[config.mk]
export PLATFORM = sky130hd
export DESIGN_NAME = vector_reverse_stream
export DESIGN_NICKNAME = d
export VERILOG_FILES = /design/src/rtl/vector_reverse_pkg.sv /design/src/rtl/vector_reverse_stream_skid_buffer.sv /design/src/rtl/vector_reverse_stream.sv
export SDC_FILE = /design/constraint.sdc
export NUM_CORES = 1
export LEC_CHECK = 0
export BUFFER_PORTS_ARGS = -buffer_cell sky130_fd_sc_hd__buf_2
export CORE_MARGIN = 2
export CORE_UTILIZATION = 40
export CTS_BUF_LIST = sky130_fd_sc_hd__clkbuf_8
export DETAILED_ROUTE_END_ITERATION = 8
export PLACE_DENSITY = 0.7
export SETUP_SLACK_MARGIN = 0.02
export SYNTH_ARGS = -nofsm -noshare
export SYNTH_HDL_FRONTEND = slang
export SYNTH_SLANG_ARGS = --single-unit
[constraint.sdc]
create_clock -name clk -period 2.1 [get_ports clk]
set_input_delay 0.21 -clock clk [delete_from_list [all_inputs] [get_ports clk]]
set_output_delay 0.21 -clock clk [all_outputs]
set_load 0.005 [all_outputs]
[src/rtl/vector_reverse_pkg.sv]
// Shared mode encodings and reorder index mapping
// for the vector reverse stream block.
package vector_reverse_pkg;

    localparam logic [1:0] MODE_PASS      = 2'b00;
    localparam logic [1:0] MODE_BITREV    = 2'b01;
    localparam logic [1:0] MODE_BYTEREV   = 2'b10;
    localparam logic [1:0] MODE_BITINBYTE = 2'b11;

    // Source bit index feeding output bit i of a width-bit word.
    function automatic int unsigned reorder_src(
        input int unsigned i,
        input logic [1:0]  mode,
        input int unsigned width
    );
        reorder_src = i;
        unique case (mode)
            MODE_PASS:      reorder_src = i;
            MODE_BITREV:    reorder_src = width - 1 - i;
            MODE_BYTEREV:   reorder_src = (width / 8 - 1 - i / 8) * 8 + i % 8;
            MODE_BITINBYTE: reorder_src = (i / 8) * 8 + 7 - i % 8;
            default:        reorder_src = i;
        endcase
    endfunction

endpackage

[src/rtl/vector_reverse_stream_skid_buffer.sv]
// Two-entry valid/ready register slice: output register
// plus one skid entry, with a registered in_ready.
module stream_skid_buffer #(
    parameter int WIDTH = 8
) (
    input  logic             clk,
    input  logic             rst_n,
    input  logic [WIDTH-1:0] in_data,
    input  logic             in_valid,
    output logic             in_ready,
    output logic [WIDTH-1:0] out_data,
    output logic             out_valid,
    input  logic             out_ready
);

    logic [WIDTH-1:0] skid_data;
    logic             skid_valid;
    logic             accept;
    logic             load;

    assign in_ready = !skid_valid;
    assign accept   = in_valid && in_ready;
    assign load     = !out_valid || out_ready;

    always_ff @(posedge clk or negedge rst_n) begin
        if (!rst_n) begin
            out_data   <= '0;
            out_valid  <= 1'b0;
            skid_data  <= '0;
            skid_valid <= 1'b0;
        end else if (load) begin
            // A held skid word always leaves first to keep FIFO order.
            if (skid_valid) begin
                out_data   <= skid_data;
                out_valid  <= 1'b1;
                skid_valid <= 1'b0;
            end else begin
                out_valid <= accept;
                if (accept) begin
                    out_data <= in_data;
                end
            end
        end else if (accept) begin
            skid_data  <= in_data;
            skid_valid <= 1'b1;
        end
    end

endmodule

[src/rtl/vector_reverse_stream.sv]
// Streaming word reorder (pass / bit rev / byte rev / bit-in-byte)
// behind a skid buffer, with an output transfer counter.
module vector_reverse_stream
    import vector_reverse_pkg::*;
#(
    parameter int WIDTH = 8,
    parameter int CNT_W = 16
) (
    input  logic             clk,
    input  logic             rst_n,
    input  logic [WIDTH-1:0] in_vector,
    input  logic [1:0]       in_mode,
    input  logic             in_valid,
    output logic             in_ready,
    output logic [WIDTH-1:0] out_vector,
    output logic             out_valid,
    input  logic             out_ready,
    input  logic             clr_count,
    output logic [CNT_W-1:0] out_count
);

    localparam int IDX_W = $clog2(WIDTH);

    generate
        if (WIDTH < 8 || WIDTH % 8 != 0) begin : g_bad_width
            $error("vector_reverse_stream: WIDTH must be a multiple of 8, >= 8");
        end
    endgenerate

    logic [WIDTH-1:0] mapped;

    for (genvar g = 0; g < WIDTH; g++) begin : g_map
        assign mapped[g] = in_vector[IDX_W'(reorder_src(g, in_mode, WIDTH))];
    end

    stream_skid_buffer #(
        .WIDTH(WIDTH)
    ) u_skid (
        .clk       (clk),
        .rst_n     (rst_n),
        .in_data   (mapped),
        .in_valid  (in_valid),
        .in_ready  (in_ready),
        .out_data  (out_vector),
        .out_valid (out_valid),
        .out_ready (out_ready)
    );

    always_ff @(posedge clk or negedge rst_n) begin
        if (!rst_n) begin
            out_count <= '0;
        end else if (clr_count) begin
            out_count <= '0;
        end else if (out_valid && out_ready) begin
            out_count <= out_count + 1'b1;
        end
    end

endmodule

== After elaboration in Yosys (flattened, before gate mapping) ==
Cells that the tools add are included.

* Bits in registers: 34
* Word-level logic and storage cells: 62
* Bits of input ports: 15
* Output and inout port bits: 26

* $add $sub $neg: 1
* Muxes and demuxes: 31
* Reduce and logical (&&, ||, !) cells: 13
* Equality and inequality tests: 3
* Bitwise gates (word level): 1
* $lt $le $gt $ge: 8

{| class="wikitable"
|+ Operators by type and width
! operator !! count
|-
| $pmux W3 S2 || 8
|-
| $lt A3 B4 Y1 const B || 8
|-
| $mux W16 || 2
|-
| $bmux W1 S3 || 8
|-
| $add A16 B1 Y16 const B || 1
|-
| $mux W8 || 2
|-
| $mux W1 || 11
|-
| $reduce_bool A2 Y1 || 3
|-
| $eq A2 B2 Y1 const B || 2
|-
| $reduce_and A2 Y1 || 2
|-
| $reduce_or A2 Y1 || 2
|-
| $eq A2 B1 Y1 const B || 1
|-
| $logic_and A1 B1 Y1 || 2
|-
| $logic_not A1 Y1 || 2
|-
| $logic_not A2 Y1 || 1
|-
| $logic_or A1 B1 Y1 || 1
|-
| $not A1 Y1 || 1
|}

== Logic depth before layout (Yosys ltp) ==
* Word-level depth: 7
* Mapped depth: 5

== Modules after synthesis ==
A second synthesis with hierarchy kept.

* Cells, all modules: 145
* Area, all modules: 1719.1 um^2

{| class="wikitable"
|+ Modules (own cells, without submodules)
! module !! area each (um^2) !! instances !! cells an instance
|-
| vector_reverse_stream || 933.4 || 1 || 94
|-
| stream_skid_buffer || 785.8 || 1 || 51
|}

== Worst setup path before layout ==
No wires, ideal clock.

* Kind: register -> register
* From: register out_count[0]
* To: register out_count[14]
* Clock period less this slack: 1358 ps
* Data arrival time: 1226 ps
* Path slack: 742 ps
* Stages on the path, launching flop included: 6
* Setup time: 132 ps
* Required time: 1968 ps
* Cells stage by stage: dfrtp_1 ha_1 nand4_2 nor4_2 xnor2_1 nor2_1

* Longest elaborated chain between the ends: 3

{| class="wikitable"
|+ Ends and longest elaborated chain
! element !! line !! source
|-
| start: declaration || vector_reverse_stream.sv:19 || <nowiki>output logic [CNT_W-1:0] out_count</nowiki>
|-
| start signal: assignment || vector_reverse_stream.sv:55 || <nowiki>out_count <= out_count + 1'b1;</nowiki>
|-
| $add A16 B1 Y16 || vector_reverse_stream.sv:55 ||
|-
| $mux W16 || vector_reverse_stream.sv:54 || <nowiki>end else if (out_valid && out_ready) begin</nowiki>
|-
| $mux W16 || vector_reverse_stream.sv:52 || <nowiki>end else if (clr_count) begin</nowiki>
|}

No other way between the ends. The select of a mux whose other input is x is not followed.
A chain may end at the register's enable or synchronous reset.

== Worst setup path in the final report ==
* From: register u_skid.skid_valid
* To: register u_skid.out_data[0]

* Longest elaborated chain between the ends: 4
* Elaborated cells between the ends (all ways): 5

{| class="wikitable"
|+ Ends and longest elaborated chain
! element !! line !! source
|-
| start: declaration || vector_reverse_stream_skid_buffer.sv:17 || <nowiki>logic skid_valid;</nowiki>
|-
| start signal: assignment || vector_reverse_stream_skid_buffer.sv:30 || <nowiki>skid_valid <= 1'b0;</nowiki>
|-
| start signal: assignment || vector_reverse_stream_skid_buffer.sv:36 || <nowiki>skid_valid <= 1'b0;</nowiki>
|-
| start signal: assignment || vector_reverse_stream_skid_buffer.sv:45 || <nowiki>skid_valid <= 1'b1;</nowiki>
|-
| $logic_not A1 Y1 || vector_reverse_stream_skid_buffer.sv:21 || <nowiki>assign in_ready = !skid_valid;</nowiki>
|-
| $logic_and A1 B1 Y1 || vector_reverse_stream_skid_buffer.sv:22 || <nowiki>assign accept = in_valid && in_ready;</nowiki>
|-
| $reduce_bool A2 Y1 (no line) || - ||
|-
| $reduce_and A2 Y1 (no line) || - ||
|-
| end signal: assignment || vector_reverse_stream_skid_buffer.sv:34 || <nowiki>out_data <= skid_data;</nowiki>
|-
| end signal: assignment || vector_reverse_stream_skid_buffer.sv:40 || <nowiki>out_data <= in_data;</nowiki>
|-
| end: declaration || vector_reverse_stream_skid_buffer.sv:11 || <nowiki>output logic [WIDTH-1:0] out_data,</nowiki>
|}

Several ways; a longest one is shown, not always the timed one.

==> flow_summary.toml <==
[timing]
worst_pin_slew_ps = 855.3
setup_viol = 0
finalHoldViolations = 34
period_share = 0.7800
slew_violations = 0
relSlewSlack = 0.4260
finalCriticalPeriod_ps = 1638
holdWs_ps = -18.67
max_freq_ghz = 0.6105
finClkSkew_ps = 5.702
tns_ps = 0
rsz0062_at_grt = "no"

[grt]
grt_antenna_before_repair = 0
grt_max_degree = 35
grt_pass1_vias = 1164
overflow = 0
gr-usage-all-layers = 0.1612
grt_pass1_wl_microns = 5416

[critical_path]
cp-end-kind = "flip-flop"
path_buf_inv = 0
crit_chain = "o21ai_1 > o21ai_0"
crit_required_ps = 2230
start_kind = "flip-flop"
r2r_cells = 2
path_max_fanout = 16
crit_type = "reg -> reg"
cpPeakStageDelay_ps = 740
r2r_slack_ps = 460
timing.rr.end = "u_skid.out_data[0]"
cp.arrival_ps = 1770
crit_path_top_delay_cell = "o21ai_1"
cp_top_family = "compound AO/OA/AOI/OAI gates"
reg2reg_from = "u_skid.skid_valid"

[power_and_ir_drop]
vdd_ir_drop_max_v = 0.0004093
clock_power_share = 0.334
comb_power_share = 0.141
p_sw_uw = 394.1
p_leak_nw = 0.9142
p_int_mw = 1.079
switching_share = 0.2676
powerDensity_mw_per_mm2 = 749.3
seqPwrFrac = 0.525

[job]
maxCapViolCount = 0

[floorplanning]
io_pins = 41
initial_utilization = 0.4146
rows = 23
coreArea_sq_mm = 0.003971
chipHeight_microns = 68.16
fp.dieW_microns = 68.16
die_area_sq_mm = 0.004646

[clock_tree]
insertion_delay_ps = 290
cts_root_buffer = "clkbuf_8"
cts_made_buffers = 5
ctsResizeCount = 0
postCtsSetupBuffers = 0
htree_num_levels = 2
path_clk_slew_ps = 70
clockBufferDepth = 2
ctsHoldBuffers = 0
cts_sinks = 34
cts_tree = "yes"

[yosys]
ys_warn_count = 0
yosysUniqueCellTypes = 29
synth_xor_area_frac = 0.05851
synth_top_cell_area_share = 0.5167
synth.area.mux_share = 0.04863
synthAdderAreaFrac = 0.007599
yosysSeqAreaShare = 0.5167
synth-compound-area-share = 0.1117
ys_top_cells_by_area = "dfrtp_1, nor2_1, a21oi_1"
ys_ff_latch = 34
yosys_most_used_dff = "dfrtp_1"
synthArstFlopShare = 1.000
yosys.area_share.simple = 0.2204
ys_top_cells_by_count = "dfrtp_1, nor2_1, a21oi_1"
yosysMostFrequentCell = "dfrtp_1"
synth_area_sq_mm = 0.001647
synth_edf_count = 0
synth_nets = 187
synth_top_area_cell = "dfrtp_1"
synth_area_per_cell_sq_um = 9.629
syn_inst = 171
synth_top_family_by_area = "simple AND/OR/NAND/NOR gates"

[placement]
gp_congestion = 0.6977
port_buffers = 39
post-dp-hpwl_microns = 2295

[status]
status = "finished with violations"
violations = "negative hold slack"

[drt]
drc = 0
ant_nets = 0
firstDrtPassIters = 4
viasPerCell = 4.954
vias = 1298
drt_iter0_markers = 74
routed_wl_microns = 3119
wire_per_inst_microns = 11.90

[finish]
drive_gt1_frac = 0.2689
n_antenna_cell = 0
layout.nets = 227
area_growth_pct = 19.38

[min_path]
hold_class = "in -> async"
-- placed cells by master, fill, tap and decap left out, drive strengths merged --
cell type  instances
a21o               1
a21oi             21
a31o               1
buf               40
clkbuf             6
clkinv             1
dfrtp             34
ha                 1
inv                7
mux2i              8
nand2             13
nand2b             2
nand3              8
nand4              3
nor2              32
nor3               5
nor3b              1
nor4               4
o21ai             11
or3                2
xnor2              9
xor2               2
-- cell families (layout without fill, tap and decap cells) --
kind of cell / Yosys count / count (layout)
AND/OR/NAND/NOR: 70 / 70
adder cells (fa/ha/maj): 1 / 1
AO/OA/AOI/OAI: 34 / 34
buffers and inverters: 13 / 54
XOR/XNOR: 11 / 11
flip-flops: 34 / 34
multiplexers: 8 / 8
-- power groups by stage --
stage               clock (mW)  combinational (mW)  sequential (mW)
finish                   0.492               0.208            0.773
global route             0.531               0.246            0.783
CTS                      0.507               0.214            0.774
detailed placement           0               0.214            0.787
global placement             0               0.210            0.783
floorplan                    0               0.126            0.781
-- per-layer routing --
layer  vias to the layer above  wire length (microns)  track usage
met5                         -                      0            0
met4                         0                     80      0.09750
met3                         6                    205      0.03947
met2                        39                   1403       0.2476
met1                       592                   1429       0.2049
li1                        661                      -            -
-- sequential cells by signal, summed over array words and instances, names as in the netlist --
register           flops
out_count             16
u_skid.out_data        8
u_skid.out_valid       1
u_skid.skid_data       8
u_skid.skid_valid      1
-- worst max path at each step --
stage	slack [ps]	to	cells after the start	startpoint
floorplan	740	out_count[14]	5	out_count[0]
global placement	500	u_skid.out_data[7]	2	u_skid.skid_valid
detailed placement	420	u_skid.out_data[0]	2	u_skid.skid_valid
CTS	420	u_skid.out_data[0]	2	u_skid.skid_valid
global route	190	u_skid.out_data[0]	2	u_skid.skid_valid
finish	460	u_skid.out_data[0]	2	u_skid.skid_valid
-- cell type report --
type	instances	area (sq um)
clock buffer	6	82.58
timing repair buffer	40	202.7
sequential	34	850.8
clock inverter	2	8.758
multi-input combinational	124	735.7
tap	50	62.56
fill	390	2006
inverter	6	22.52
-- stage by stage --
stage	util	std cells	setup WS (ps)	area [sq um]	total power [mW]
2_1_floorplan	-	171	741.9	1647	0.9071
3_3_place_gp	0.4720	254	501.1	1874	0.9931
3_5_place_dp	0.4720	254	422.5	1874	1.001
4_1_cts	0.4950	262	416.2	1966	1.496
5_1_grt	0.4950	262	186.9	1966	1.559
6_report	0.4950	262	462.1	1966	1.473
Power figures use the tool's default switching activity.
